**config.mk**
```make
export PLATFORM = sky130hd
export DESIGN_NAME = adc_capture_ctrl
export DESIGN_NICKNAME = d
export VERILOG_FILES = /design/src/rtl/adc_capture_ctrl.sv
export SDC_FILE = /design/constraint.sdc
export NUM_CORES = 1
export LEC_CHECK = 0
export ABC_AREA = 1
export CAP_MARGIN = 30
export CORE_MARGIN = 4
export CORE_UTILIZATION = 56
export DETAILED_ROUTE_END_ITERATION = 10
export PLACE_DENSITY = 0.89
export SYNTH_ARGS = -nofsm -noshare
export SYNTH_HDL_FRONTEND = slang
export SYNTH_SLANG_ARGS = --single-unit
export TNS_END_PERCENT = 20
```
**constraint.sdc**
```tcl
create_clock -name CLK -period 2.9 [get_ports CLK]
set_input_delay 0.29 -clock CLK [delete_from_list [all_inputs] [get_ports CLK]]
set_output_delay 0.29 -clock CLK [all_outputs]
set_load 0.01 [all_outputs]
```
**src/rtl/adc_capture_ctrl.sv**
```systemverilog
// Capture sequencer for the dual-channel ADC packer: rate-divided sample strobe,
// 8-beat grouping with full checked only at group start, bounded/continuous runs.
module adc_capture_ctrl #(
    parameter int DIV_W = 16,
    parameter int CNT_W = 24
) (
    input  logic             CLK,
    input  logic             RST,
    input  logic             start,
    input  logic             stop,
    input  logic             trig_en,
    input  logic             trig,
    input  logic [DIV_W-1:0] div,
    input  logic [CNT_W-1:0] num_words,
    input  logic             full,
    output logic             valid,
    output logic             busy,
    output logic             done,
    output logic             overflow,
    output logic [CNT_W-1:0] words_done,
    output logic [CNT_W-1:0] drop_cnt
);
    typedef enum logic [1:0] {
        IDLE    = 2'd0,
        ARM     = 2'd1,
        CAPTURE = 2'd2,
        DONE    = 2'd3
    } state_t;

    localparam logic [CNT_W-1:0] CNT_ZERO = {CNT_W{1'b0}};
    localparam logic [CNT_W-1:0] CNT_ONE  = {{(CNT_W-1){1'b0}}, 1'b1};
    localparam logic [CNT_W-1:0] CNT_MAX  = {CNT_W{1'b1}};
    localparam logic [DIV_W-1:0] DIV_ZERO = {DIV_W{1'b0}};
    localparam logic [DIV_W-1:0] DIV_ONE  = {{(DIV_W-1){1'b0}}, 1'b1};

    state_t           state_q, state_d;
    logic [DIV_W-1:0] div_lat_q, div_lat_d;
    logic [DIV_W-1:0] div_cnt_q, div_cnt_d;
    logic [CNT_W-1:0] num_lat_q, num_lat_d;
    logic [CNT_W-1:0] words_q, words_d;
    logic [CNT_W-1:0] drop_q, drop_d;
    logic [2:0]       beat_q, beat_d;
    logic             grp_pass_q, grp_pass_d;
    logic             stop_pend_q, stop_pend_d;
    logic             valid_q, valid_d;
    logic             busy_q, busy_d;
    logic             done_q, done_d;
    logic             ovf_q, ovf_d;

    logic boundary_s, reached_s, term_s, strobe_s, pass_s;

    // Next-state and next-output computation for the whole sequencer
    always_comb begin
        state_d     = state_q;
        div_lat_d   = div_lat_q;
        div_cnt_d   = div_cnt_q;
        num_lat_d   = num_lat_q;
        words_d     = words_q;
        drop_d      = drop_q;
        beat_d      = beat_q;
        grp_pass_d  = grp_pass_q;
        stop_pend_d = stop_pend_q;
        ovf_d       = ovf_q;
        valid_d     = 1'b0;

        boundary_s = (beat_q == 3'd0);
        reached_s  = (num_lat_q != CNT_ZERO) && (words_q >= num_lat_q);
        // Termination is only legal between groups, and it suppresses any strobe that cycle
        term_s     = (state_q == CAPTURE) && boundary_s && (reached_s || stop_pend_q || stop);
        strobe_s   = (state_q == CAPTURE) && !term_s && (div_cnt_q == div_lat_q);
        pass_s     = boundary_s ? !full : grp_pass_q;

        case (state_q)
            IDLE: begin
                if (start) begin
                    div_lat_d   = div;
                    num_lat_d   = num_words;
                    words_d     = CNT_ZERO;
                    drop_d      = CNT_ZERO;
                    ovf_d       = 1'b0;
                    stop_pend_d = 1'b0;
                    beat_d      = 3'd0;
                    div_cnt_d   = DIV_ZERO;
                    grp_pass_d  = 1'b0;
                    state_d     = trig_en ? ARM : CAPTURE;
                end else begin
                    state_d = IDLE;
                end
            end
            ARM: begin
                if (stop) begin
                    state_d = DONE;
                end else if (trig) begin
                    div_cnt_d = DIV_ZERO;
                    state_d   = CAPTURE;
                end else begin
                    state_d = ARM;
                end
            end
            CAPTURE: begin
                if (term_s) begin
                    state_d = DONE;
                end else begin
                    stop_pend_d = stop_pend_q | stop;
                    if (strobe_s) begin
                        div_cnt_d = DIV_ZERO;
                        beat_d    = beat_q + 3'd1;
                        valid_d   = pass_s;
                        if (boundary_s) begin
                            grp_pass_d = !full;
                        end else begin
                            grp_pass_d = grp_pass_q;
                        end
                        if (pass_s && (beat_q == 3'd7) && (words_q != CNT_MAX)) begin
                            words_d = words_q + CNT_ONE;
                        end else begin
                            words_d = words_q;
                        end
                        if (boundary_s && full) begin
                            ovf_d  = 1'b1;
                            drop_d = (drop_q != CNT_MAX) ? drop_q + CNT_ONE : drop_q;
                        end else begin
                            ovf_d  = ovf_q;
                        end
                    end else begin
                        div_cnt_d = div_cnt_q + DIV_ONE;
                    end
                end
            end
            DONE: begin
                state_d = IDLE;
            end
            default: begin
                state_d = IDLE;
            end
        endcase

        busy_d = (state_d == ARM) || (state_d == CAPTURE);
        done_d = (state_d == DONE);
    end

    // State, counters and registered outputs
    always_ff @(posedge CLK or negedge RST) begin
        if (!RST) begin
            state_q     <= IDLE;
            div_lat_q   <= DIV_ZERO;
            div_cnt_q   <= DIV_ZERO;
            num_lat_q   <= CNT_ZERO;
            words_q     <= CNT_ZERO;
            drop_q      <= CNT_ZERO;
            beat_q      <= 3'd0;
            grp_pass_q  <= 1'b0;
            stop_pend_q <= 1'b0;
            valid_q     <= 1'b0;
            busy_q      <= 1'b0;
            done_q      <= 1'b0;
            ovf_q       <= 1'b0;
        end else begin
            state_q     <= state_d;
            div_lat_q   <= div_lat_d;
            div_cnt_q   <= div_cnt_d;
            num_lat_q   <= num_lat_d;
            words_q     <= words_d;
            drop_q      <= drop_d;
            beat_q      <= beat_d;
            grp_pass_q  <= grp_pass_d;
            stop_pend_q <= stop_pend_d;
            valid_q     <= valid_d;
            busy_q      <= busy_d;
            done_q      <= done_d;
            ovf_q       <= ovf_d;
        end
    end

    assign valid      = valid_q;
    assign busy       = busy_q;
    assign done       = done_q;
    assign overflow   = ovf_q;
    assign words_done = words_q;
    assign drop_cnt   = drop_q;
endmodule

```
==> out/qor.csv <==
stage,metric,value,unit
timing,slew_violations,0,
worst_setup_path,crit_start,words_done[19],
clock_tree,clockBufferDepth,2,
placed_design,dp.cells,1248,
worst_setup_path,critPathKind,reg -> reg,
detailed_routing,vias_per_cell,5.61,
finish,fill_cells,1054,
finish,nets,1175,
clock_tree,clkSlewWorstSetupHoldPaths,50,ps
detailed_routing,drt-wirelength-per-cell,15.5,um
finish,regArea,2880,sq um
synth,syn-num-nets,1078,
detailed_routing,detailedRoute.firstPassIterationCount,8,
timing,period_minus_slack,2630,ps
power_and_ir_drop,pwr_density_cell,730,nW/um^2
placed_design,place_area,8590,sq um
synth,synthArstFlopShare,100,%
timing,tns,0,ps
clock_tree,cts-root-buf,clkbuf_16,
finish,area_growth,21.9,%
synth,syn_inst,1000,
detailed_routing,num_vias,7179,
placed_design,io_buffers,98,
finish,multi_input_area,4020,sq um
worst_setup_path,r2r.worst_path.cells,18,
synth,ys.flop_type,dfrtp_1,
worst_setup_path,critPathRequiredTime,3260,ps
placed_design,gp_congestion,0.975,
grt,grt_pass1_vias,6893,
synth,yosys_warnings,0,
synth,ys_ff_latch,115,
floorplanning,die_w,124,um
timing,tightest_slew,738,ps
run_status,status,finished clean,
timing,finalCritPeriodShare,90.7,%
synth,synth.distinct_cells,38,
clock_tree,cts_tree,yes,
grt,antenna_found_initial,0,
clock_tree,htreeDepth,4,
min_path,hold_class,in -> async,
floorplanning,ios,99,
synth,synth_edf_count,0,
timing,hold_viol_final,0,
worst_setup_path,r2r-end,div_cnt_q[11],
worst_setup_path,cp_max_fo,17,
clock_tree,clk_latency,420,ps
finish,fin_cells,1279,
floorplanning,row_count,41,
grt,grt_pass1_wl,33400,um
worst_setup_path,r2r-start,words_done[19],
synth,ys_seq_area_share,38.5,%
worst_setup_path,end_kind,flip-flop,
timing,maxSlewHeadroom,50.6,%
grt,overflow,0,
detailed_routing,drtIter0Drc,775,
detailed_routing,postRouteWirelength,19800,um
finish,antenna_cells,0,
worst_setup_path,cp-start-kind,flip-flop,
timing,fmax,0.380,GHz
power_and_ir_drop,ir_drop,560,uV
placed_design,dp_hpwl,14300,um
job,maxCapViolCount,0,
timing,holdWs,346,ps
floorplanning,dieHeight,124,um
timing,finClkSkew,8.52,ps
floorplanning,initial_core_util,58.3,%
detailed_routing,drc,0,
grt,grt_max_degree,85,
clock_tree,cts_sinks,115,
worst_setup_path,worst-endpoint-arrival,2990,ps
detailed_routing,final_antenna_net_count,0,
worst_setup_path,r2r_setup_slack,270,ps
finish,drive_gt1_share,7.14,%
timing,setup_viol,0,
floorplanning,core-area,12800,sq um
floorplanning,die-area,15300,sq um
power_and_ir_drop,p_leak,0.00432,uW
finish,design_area,9110,sq um
worst_setup_path,endpoint,div_cnt_q[11],
synth,avgSynthCellArea,7.47,sq um
synth,syn_area,7470,sq um
clock_tree,cts_buffers,17,
grt,grt_use_total,27.7,%
[power breakdown]
part           internal [uW]  switching [uW]  total [uW]
logic                    852            1810        2660
registers               1970             236        2210
clock network           1080             696        1780
total                   3910            2740        6650
[final cells by class]
| class | instances | share of cell area [%] |
|---|---|---|
| inverter | 103 | 4.24 |
| multi-input combinational | 747 | 44.1 |
| clock buffer | 22 | 4.99 |
| tap | 172 | 2.36 |
| clock inverter | 7 | 0.412 |
| timing repair buffer | 113 | 12.3 |
| sequential | 115 | 31.6 |
[synthesized netlist by cell type, types with 2 or more instances]
master	number	share of area (%)
nand2_2	2	0.17
nand2_1	262	13
inv_1	99	5.0
xnor2_1	17	2.0
a21oi_1	36	2.4
mux2_2	10	1.5
o21ai_0	5	0.33
o21ai_1	4	0.27
buf_6	7	1.1
buf_4	2	0.20
nand3_1	50	3.3
nor3_2	3	0.40
ha_1	31	5.2
nor3_1	22	1.5
xor2_1	41	4.8
nor2_2	5	0.42
nor4_1	12	1.0
dfrtp_1	115	39
or2_2	2	0.17
buf_1	4	0.20
nor3b_1	2	0.20
clkbuf_1	14	0.70
inv_2	4	0.20
nand2_4	5	0.75
nor2_1	146	7.3
nand4_1	80	6.7
buf_2	9	0.60
[worst min path at each step]
| stage | to | depth (start not counted) |
|---|---|---|
| finish | div_lat_q[13] | 2 |
| global route | num_lat_q[2] | 2 |
| CTS | div_lat_q[13] | 2 |
| detailed placement | num_lat_q[4] | 1 |
| global placement | num_lat_q[4] | 1 |
| floorplan | beat_q[0] | 0 |
[metrics by stage]
step | util, % | total power, uW | worst slack, ps
after global routing | 71.0 | 7090 | -7.94
after floorplan | - | 4150 | 734
final | 71.0 | 6650 | 269
after detailed placement | 67.0 | 4810 | 307
after global placement | 67.0 | 4730 | 348
after CTS | 70.9 | 6620 | 266
[placed cells by master, fill, tap and decap left out, types with 2 or more instances in the layout]
cell type          n
nand2_1          261
nor2_1           146
dfrtp_1          115
inv_1             99
clkdlybuf4s50_1   97
nand4_1           80
nand3_1           50
xor2_1            41
a21oi_1           36
ha_1              31
nor3_1            22
xnor2_1           17
clkbuf_16         17
buf_4             13
nor4_1            12
mux2_2            10
clkinv_2           6
o21ai_0            5
nor2_2             5
nand2_4            5
inv_2              4
o21ai_1            4
clkbuf_1           4
nand2_2            3
nor3_2             3
or2_2              2
nand3_4            2
nor3b_1            2
buf_12             2
[routing by layer]
layer	vias to the layer above	GRT usage (%)	share of wire, %
met2	308	44.6	47
li1	3466	-	-
met4	0	10.7	2.6
met3	49	5.99	7.9
met5	-	0	0
met1	3356	36.6	43
[state kept, by name (all words and copies together) (netlist names)]
| name | flops |
|---|---|
| drop_cnt | 24 |
| num_lat_q | 24 |
| words_done | 24 |
| div_cnt_q | 16 |
| div_lat_q | 16 |
| beat_q | 3 |
| state_q | 2 |
| busy | 1 |
| done | 1 |
| grp_pass_q | 1 |
| overflow | 1 |
| stop_pend_q | 1 |
| valid | 1 |
[critical path: stages (launching register included)]
cell     delay (ps)
dfrtp_1         480
ha_1            360
nand2_1          80
nor2_1          120
nand2_1         110
nor2_2          130
nand2_1         100
nor2_1          100
nand2_1          80
nand2_1          80
nand2_2          70
nand2_4          90
nand2_4          80
nand2_4         100
nand2_4         140
buf_4           240
nor2_1          110
nand2_1          60
nand2_1          50
[cells by family (layout without fill, tap and decap cells)]
family          count (synthesis)  after routing  share of synthesized area, %
mux                            10             10                          1.51
compound gates                 52             52                          4.14
simple gates                  595            596                          35.9
xor+xnor                       58             58                          6.80
buf+inv                       139            245                          7.94
fa+ha+maj                      31             31                          5.19
flops                         115            115                          38.5
[repair_timing]
item / CTS / global route
hold buffers: 1 / 0
resized for setup: 0 / 1
endpoints found under the setup margin: 0 / 13
setup buffers: 0 / 0
endpoints found under the hold margin: 31 / 0
Note: power is estimated with default switching activity, not from simulation.
